--- src/rtl/spi_frame_link.sv ---
// SPI frame link: serialises one {message, header} frame per handshake on TX and
// receives, length-checks and buffers whole frames from an asynchronous peer on RX.
module spi_frame_link #(
   parameter int unsigned MESSAGE_SIZE = 512,
   parameter int unsigned HEADER_SIZE  = 32,
   parameter int unsigned CLK_DIV      = 4,
   parameter int unsigned RX_DEPTH     = 2
) (
   input  logic                            clk_in,
   input  logic                            rst_in,
   input  logic [MESSAGE_SIZE-1:0]         tx_message_in,
   input  logic [HEADER_SIZE-1:0]          tx_header_in,
   input  logic                            tx_valid_in,
   output logic                            tx_ready_out,
   output logic                            tx_data_out,
   output logic                            tx_clk_out,
   output logic                            tx_sel_out,
   input  logic                            rx_data_in,
   input  logic                            rx_clk_in,
   input  logic                            rx_sel_in,
   output logic [MESSAGE_SIZE-1:0]         rx_message_out,
   output logic [HEADER_SIZE-1:0]          rx_header_out,
   output logic                            rx_valid_out,
   input  logic                            rx_ready_in,
   output logic [$clog2(RX_DEPTH+1)-1:0]   rx_count_out,
   output logic                            rx_drop_out,
   output logic                            rx_len_err_out
);

   localparam int unsigned W      = MESSAGE_SIZE + HEADER_SIZE;
   localparam int unsigned DivW   = $clog2(CLK_DIV);
   localparam int unsigned BitW   = $clog2(W);
   localparam int unsigned RxBitW = $clog2(W + 2);
   localparam int unsigned PtrW   = (RX_DEPTH > 1) ? $clog2(RX_DEPTH) : 1;
   localparam int unsigned CntW   = $clog2(RX_DEPTH + 1);

   localparam logic [DivW-1:0]   DivLast = DivW'(CLK_DIV - 1);
   localparam logic [RxBitW-1:0] RxLen   = RxBitW'(W);
   localparam logic [RxBitW-1:0] RxSat   = RxBitW'(W + 1);
   localparam logic [PtrW-1:0]   PtrLast = PtrW'(RX_DEPTH - 1);
   localparam logic [CntW-1:0]   CntFull = CntW'(RX_DEPTH);

   typedef enum logic [1:0] {StIdle, StShift, StHold} tx_state_e;

   tx_state_e        tx_state_q;
   logic [W-1:0]     tx_shift_q;
   logic [DivW-1:0]  tx_div_q;
   logic [BitW-1:0]  tx_bit_q;

   always_ff @(posedge clk_in or posedge rst_in) begin
      if (rst_in) begin
         tx_state_q   <= StIdle;
         tx_shift_q   <= '0;
         tx_div_q     <= '0;
         tx_bit_q     <= '0;
         tx_ready_out <= 1'b1;
         tx_sel_out   <= 1'b1;
         tx_clk_out   <= 1'b0;
         tx_data_out  <= 1'b0;
      end else begin
         unique case (tx_state_q)
            StIdle: begin
               if (tx_valid_in) begin
                  tx_shift_q   <= {tx_message_in, tx_header_in};
                  tx_data_out  <= tx_message_in[MESSAGE_SIZE-1];
                  tx_bit_q     <= BitW'(W - 1);
                  tx_div_q     <= '0;
                  tx_ready_out <= 1'b0;
                  tx_sel_out   <= 1'b0;
                  tx_clk_out   <= 1'b0;
                  tx_state_q   <= StShift;
               end
            end
            StShift: begin
               if (tx_div_q == DivLast) begin
                  tx_div_q <= '0;
                  if (!tx_clk_out) begin
                     tx_clk_out <= 1'b1;
                  end else begin
                     tx_clk_out <= 1'b0;
                     if (tx_bit_q == '0) begin
                        tx_state_q <= StHold;
                     end else begin
                        // Next bit is presented as the clock falls
                        tx_bit_q    <= tx_bit_q - BitW'(1);
                        tx_shift_q  <= {tx_shift_q[W-2:0], 1'b0};
                        tx_data_out <= tx_shift_q[W-2];
                     end
                  end
               end else begin
                  tx_div_q <= tx_div_q + DivW'(1);
               end
            end
            StHold: begin
               if (tx_div_q == DivLast) begin
                  tx_div_q     <= '0;
                  tx_sel_out   <= 1'b1;
                  tx_ready_out <= 1'b1;
                  tx_state_q   <= StIdle;
               end else begin
                  tx_div_q <= tx_div_q + DivW'(1);
               end
            end
            default: tx_state_q <= StIdle;
         endcase
      end
   end

   // [0],[1] form the synchroniser, [2] is edge-detect history
   logic [2:0] sel_sync_q;
   logic [2:0] clk_sync_q;
   logic [1:0] dat_sync_q;

   always_ff @(posedge clk_in or posedge rst_in) begin
      if (rst_in) begin
         sel_sync_q <= 3'b111;
         clk_sync_q <= 3'b000;
         dat_sync_q <= 2'b00;
      end else begin
         sel_sync_q <= {sel_sync_q[1:0], rx_sel_in};
         clk_sync_q <= {clk_sync_q[1:0], rx_clk_in};
         dat_sync_q <= {dat_sync_q[0], rx_data_in};
      end
   end

   logic sel_fall, sel_rise, clk_rise;
   assign sel_fall = sel_sync_q[2] & ~sel_sync_q[1];
   assign sel_rise = ~sel_sync_q[2] & sel_sync_q[1];
   assign clk_rise = ~clk_sync_q[2] & clk_sync_q[1];

   logic [W-1:0]      rx_shift_q;
   logic [RxBitW-1:0] rx_cnt_q;

   always_ff @(posedge clk_in or posedge rst_in) begin
      if (rst_in) begin
         rx_shift_q <= '0;
         rx_cnt_q   <= '0;
      end else if (sel_fall) begin
         rx_shift_q <= '0;
         rx_cnt_q   <= '0;
      end else if (clk_rise && !sel_sync_q[1]) begin
         rx_shift_q <= {rx_shift_q[W-2:0], dat_sync_q[1]};
         if (rx_cnt_q != RxSat) rx_cnt_q <= rx_cnt_q + RxBitW'(1);
      end
   end

   logic [W-1:0]    fifo_q [RX_DEPTH];
   logic [PtrW-1:0] wr_ptr_q, rd_ptr_q;
   logic [CntW-1:0] rx_count_q;
   logic            frame_ok, len_bad, full, pop, push, drop;

   assign frame_ok = sel_rise && (rx_cnt_q == RxLen);
   assign len_bad  = sel_rise && (rx_cnt_q != RxLen) && (rx_cnt_q != '0);
   assign full     = (rx_count_q == CntFull);
   assign pop      = rx_valid_out && rx_ready_in;
   assign push     = frame_ok && (!full || pop);
   assign drop     = frame_ok && full && !pop;

   function automatic logic [PtrW-1:0] ptr_inc(input logic [PtrW-1:0] p);
      return (p == PtrLast) ? '0 : p + PtrW'(1);
   endfunction

   always_ff @(posedge clk_in or posedge rst_in) begin
      if (rst_in) begin
         for (int i = 0; i < RX_DEPTH; i++) fifo_q[i] <= '0;
         wr_ptr_q       <= '0;
         rd_ptr_q       <= '0;
         rx_count_q     <= '0;
         rx_drop_out    <= 1'b0;
         rx_len_err_out <= 1'b0;
      end else begin
         if (push) begin
            fifo_q[wr_ptr_q] <= rx_shift_q;
            wr_ptr_q         <= ptr_inc(wr_ptr_q);
         end
         if (pop) rd_ptr_q <= ptr_inc(rd_ptr_q);
         if (push && !pop) rx_count_q <= rx_count_q + CntW'(1);
         else if (pop && !push) rx_count_q <= rx_count_q - CntW'(1);
         rx_drop_out    <= drop;
         rx_len_err_out <= len_bad;
      end
   end

   assign rx_valid_out   = (rx_count_q != '0);
   assign rx_count_out   = rx_count_q;
   assign rx_message_out = fifo_q[rd_ptr_q][W-1:HEADER_SIZE];
   assign rx_header_out  = fifo_q[rd_ptr_q][HEADER_SIZE-1:0];

endmodule

--- config.mk ---
export PLATFORM = sky130hd
export DESIGN_NAME = spi_frame_link
export DESIGN_NICKNAME = d
export VERILOG_FILES = /design/src/rtl/spi_frame_link.sv
export SDC_FILE = /design/constraint.sdc
export NUM_CORES = 2
export LEC_CHECK = 0
export CAP_MARGIN = 20
export CORE_AREA = 4 4 560 395
export CTS_BUF_LIST = sky130_fd_sc_hd__clkbuf_8
export DETAILED_ROUTE_END_ITERATION = 8
export DIE_AREA = 0 0 564 399
export GPL_TIMING_DRIVEN = 0
export PLACE_DENSITY = 0.66
export SETUP_SLACK_MARGIN = 0.3
export SLEW_MARGIN = 10
export SYNTH_ARGS = -nofsm -noshare
export SYNTH_HDL_FRONTEND = slang
export SYNTH_SLANG_ARGS = --single-unit
--- constraint.sdc ---
create_clock -name clk_in -period 103.1 [get_ports clk_in]
set_input_delay 15.465 -clock clk_in [delete_from_list [all_inputs] [get_ports clk_in]]
set_output_delay 15.465 -clock clk_in [all_outputs]
set_load 0.02 [all_outputs]
### Word-level counts from Yosys, hierarchy flattened

Index checks and enable logic that the tools add are counted.

* word-level logic and storage cells: 128
* output and inout bits: 553
* flip-flop bits (word level): 2216
* bits of input ports: 551

* eq/ne operators: 13
* $add $sub $neg: 7
* reduce and logical (&&, ||, !) cells: 33
* muxes and demuxes: 45
* bitwise gates (word level): 8
* $lt $le $gt $ge: 3

Operator list (count)
* $mux W544: 6
* $mux W543: 4
* $bwmux W1088: 1
* $pmux W543 S2: 1
* $demux W544 S1: 1
* $mux W10: 7
* $ne A10 B10 Y1 const B: 2
* $pmux W10 S2: 1
* $mux W2: 9
* $reduce_bool A2 Y1: 7
* $ne A2 B2 Y1 const B: 6
* $logic_and A1 B1 Y1: 11
* $add A10 B1 Y10 const B: 1
* $eq A10 B10 Y1 const B: 1
* $logic_not A10 Y1: 1
* $mux W1: 10
* $reduce_and A5 Y1: 2
* $reduce_bool A10 Y1: 1
* $sub A10 B1 Y10 const B: 1
* $eq A2 B2 Y1 const B: 3
* $pmux W1 S2: 3
* $pmux W2 S3: 1
* $reduce_and A3 Y1: 2
* $add A2 B1 Y2 const B: 2
* other kinds (14): 25

### Depth between registers and ports, before layout

* word-level depth: 8
* gate-level depth with buffers: 10

### Worst setup path before layout

No wires, ideal clock.

* path kind: reg-to-output
* from: reg rd_ptr_q
* to: out rx_message_out[452]
* stages on the path, launching flop included: 6
* required time: 87.635 ns
* arrival time: 1.828 ns
* buffers on the path: 4
* slack: 85.807 ns
* cells stage by stage: dfrtp_1 -> clkbuf_1 -> clkbuf_1 -> clkbuf_1 -> clkbuf_1 -> mux2_2

* cells in the longest elaborated chain, start to end: 4

RTL lines
* start, declared: line 148 `logic [PtrW-1:0] wr_ptr_q, rd_ptr_q;`
* start signal, assigned: line 176 `if (pop) rd_ptr_q <= ptr_inc(rd_ptr_q);`
* $not A1 Y2 (not written as such): line 186 `assign rx_message_out = fifo_q[rd_ptr_q][W-1:HEADER_SIZE];`
* $mux W544 (3 in series)
* end, declared: line 21 `output logic [MESSAGE_SIZE-1:0] rx_message_out,`

Every way passes these cells. The select of a mux whose other input is x is not followed.

### Worst setup path after layout

* from: reg rd_ptr_q
* to: out rx_message_out[479]

The elaborated chain is that of the path after synthesis.

==> impl_metrics.toml <==
[run_status]
status = "finished, final reports clean"

[cts]
cts_tree = "built"
clkTransAtPathRegs_ns = 0.07
htreeDepth = 5
cts_hold_buf = 0
clk_latency_ns = 0.93
root_buffer = "clkbuf_8"
clkSinkCount = 2216
clockBufferDepth = 4
numCtsBuffers = 356
cts_setup_buffers = 0
post_cts_resized = 0

[sta]
finalCritPeriodShare_pct = 19.7
rsz0062_at_grt = "false"
skew_ns = 0.0539
final_max_slew_viol_count = 0
final.setup.tns_ns = 0
setup_violations = 0
max_freq_mhz = 49.3
max-slew-margin-rel_pct = 24.6
final.min_clock_period_ns = 20.28
hold_violations = 0
worstMarginPinSlew_ns = 1.13

[synthesis]
ys_ff_latch = 2216
synth_edf_count = 0
yosys-top-cells-area = "dfrtp_1 (57%), mux2_2 (29%), nand2_1 (4.3%), a21oi_1 (2.9%), mux2_4 (2.5%)"
synth_nets = 7777
synth_largest_area_cell = "dfrtp_1"
synth_area_mm2 = 0.0967
yosysMostFrequentCell = "mux2_2"
syn_inst = 7217
synth_ff_type = "dfrtp_1"
ys_seq_area_share_pct = 57.3
synth_top_cells_by_count = "mux2_2 (2509), dfrtp_1 (2212), nand2_1 (1104)"
synth.avg_cell_area_um2 = 13.4
synth_top_area_share_pct = 57.2
synth_cell_types = 59
yosys_warnings = 0
async_flop_share_pct = 100

[floorplan]
die_y_um = 399
start_util_pct = 44.8
core_mm2 = 0.216
placementRows = 143
dieArea_mm2 = 0.225
pin_count = 1104
die_x_um = 564

[layout]
fillers = 17918
finalCoreUtilization_pct = 55.3
final_area_mm2 = 0.120
syn2layout_area_growth_pct = 23.6
drive_above_1_share_pct = 37.6
fin_nets = 9268

[routing]
drc = 0
vias = 62531
drtIter0Drc = 4121
ant_nets = 0
finalWirelength_um = 277000
firstDrtPassIters = 5
vias_per_cell = 5.23
wl_per_cell_um = 23.2

[flow_run]
cap_violations = 0

[placement]
place_congestion = 0.868
dp_hpwl_um = 205000
io_buffers = 1103
dpl_cell_area_mm2 = 0.112

[global_routing]
track_usage_pct = 24.1
grt-ovfl-total = 0
grt_first_pass_wirelength_um = 415000
grt_max_degree = 120
first_global_vias = 64910
antenna_found_initial = 123

[power]
peakVddDrop_mv = 0.0160
leakagePower_nw = 55.1
power_density_mw_per_mm2 = 20.5
finalPower_mw = 2.45

[hold_path]
hold_class = "register to register"

[worst_setup_path]
startpoint_type = "register"
cp_data_arrival_time_ns = 4.82
critPathMaxFanout = 10
critPathCaptureType = "output port"
crit_type = "register to output port"
worst_ep_required_time_ns = 87.64
[power by group]
group	switching (mW)	leakage [nW]	internal, mW
Sequential	0.0570	29.6	0.989
Clock	0.360	4.23	0.416
Combinational	0.276	21.3	0.351
[layout by cell type, fill, tap and decap left out, types with 6 or more instances in the layout]
master           count
buf_16              22
mux2_1              53
nor2b_1              9
inv_8                6
clkdlybuf4s50_1   1103
buf_2              142
mux2_4             160
ha_1                 9
clkbuf_8           449
nand2_1           1104
buf_1                6
o21ai_0             11
nand3_1              7
inv_1              139
inv_6                8
a21oi_1            553
clkinv_2            26
clkbuf_1           322
nor2_1              14
dfrtp_1           2212
mux2_2            2509
xor2_1               7
diode_2             82
bufinv_16            9
buf_6               23
[final cells by class]
| type | count | area (µm²) | area share (%) |
|---|---|---|---|
| buffer | 489 | 2160 | 1.80 |
| clock inverter | 184 | 1110 | 0.925 |
| antenna | 82 | 205 | 0.172 |
| sequential | 2216 | 55500 | 46.4 |
| clock buffer | 449 | 6180 | 5.17 |
| multi-input combinational | 4499 | 39100 | 32.7 |
| timing repair buffer | 1133 | 11700 | 9.81 |
| tap | 2900 | 3630 | 3.03 |
| inverter | 13 | 56.3 | 0.0471 |
[registers in the layout (all words and copies together) (netlist names), 3 cells and up]
| signal | flops |
|---|---|
| tx_bit_q | 10 |
| rx_shift_q | 544 |
| fifo_q | 1088 |
| sel_sync_q | 3 |
| clk_sync_q | 3 |
| rx_cnt_q | 10 |
| tx_shift_q | 543 |
[logic make-up after synthesis]
family,synth area share (%)
AOI/OAI and AO/OA,3.15
xor gates and xnor gates,0.0815
adders and majority gates,0.116
buffers and inverters,2.28
DFF,57.3
muxes,32.3
and+or+nand+nor,4.70
[metal layers]
metal / wire length [µm] / part of all wire [%] / GRT usage (%)
met1: 115000 / 41 / 30.7
met2: 132000 / 47 / 38.5
met3: 17200 / 6.2 / 6.27
met4: 13500 / 4.9 / 11.1
met5: 297 / 0.11 / 0
[path summary, 6_finish.rpt]
check	startpoint	to	slack, ns	cells after the start
max	rd_ptr_q	rx_message_out[479]	82.82	7
min	dat_sync_q[0]	dat_sync_q[1]	0.33	0
max reg2reg	sel_sync_q[2]	fifo_q[701]	99.08	8
min reg2reg	dat_sync_q[0]	dat_sync_q[1]	0.33	0
max in group asynchronous	rst_in	fifo_q[943]	84.66	8
min in group asynchronous	rst_in	fifo_q[205]	15.00	2
[stage by stage]
| stage | hold WS, ns | setup WS, ns | std cells |
|---|---|---|---|
| after detailed placement | 0.336 | 83.30 | 11247 |
| after global routing | 0.349 | 82.58 | 11925 |
| after floorplan | 0.331 | 25.03 | 7217 |
| final | 0.333 | 82.82 | 11965 |
| after global placement | 0.336 | 1.99 | 11220 |
| after CTS | 0.331 | 82.21 | 11880 |
[critical path, cell delays in order (launching register included)]
cell,delay [ns]
dfrtp_1,0.32
clkbuf_1,0.73
clkbuf_1,0.55
clkbuf_1,0.36
buf_6,0.25
clkbuf_1,0.61
mux2_2,0.41
clkdlybuf4s50_1,0.65
(Power assumes the default switching activity.)
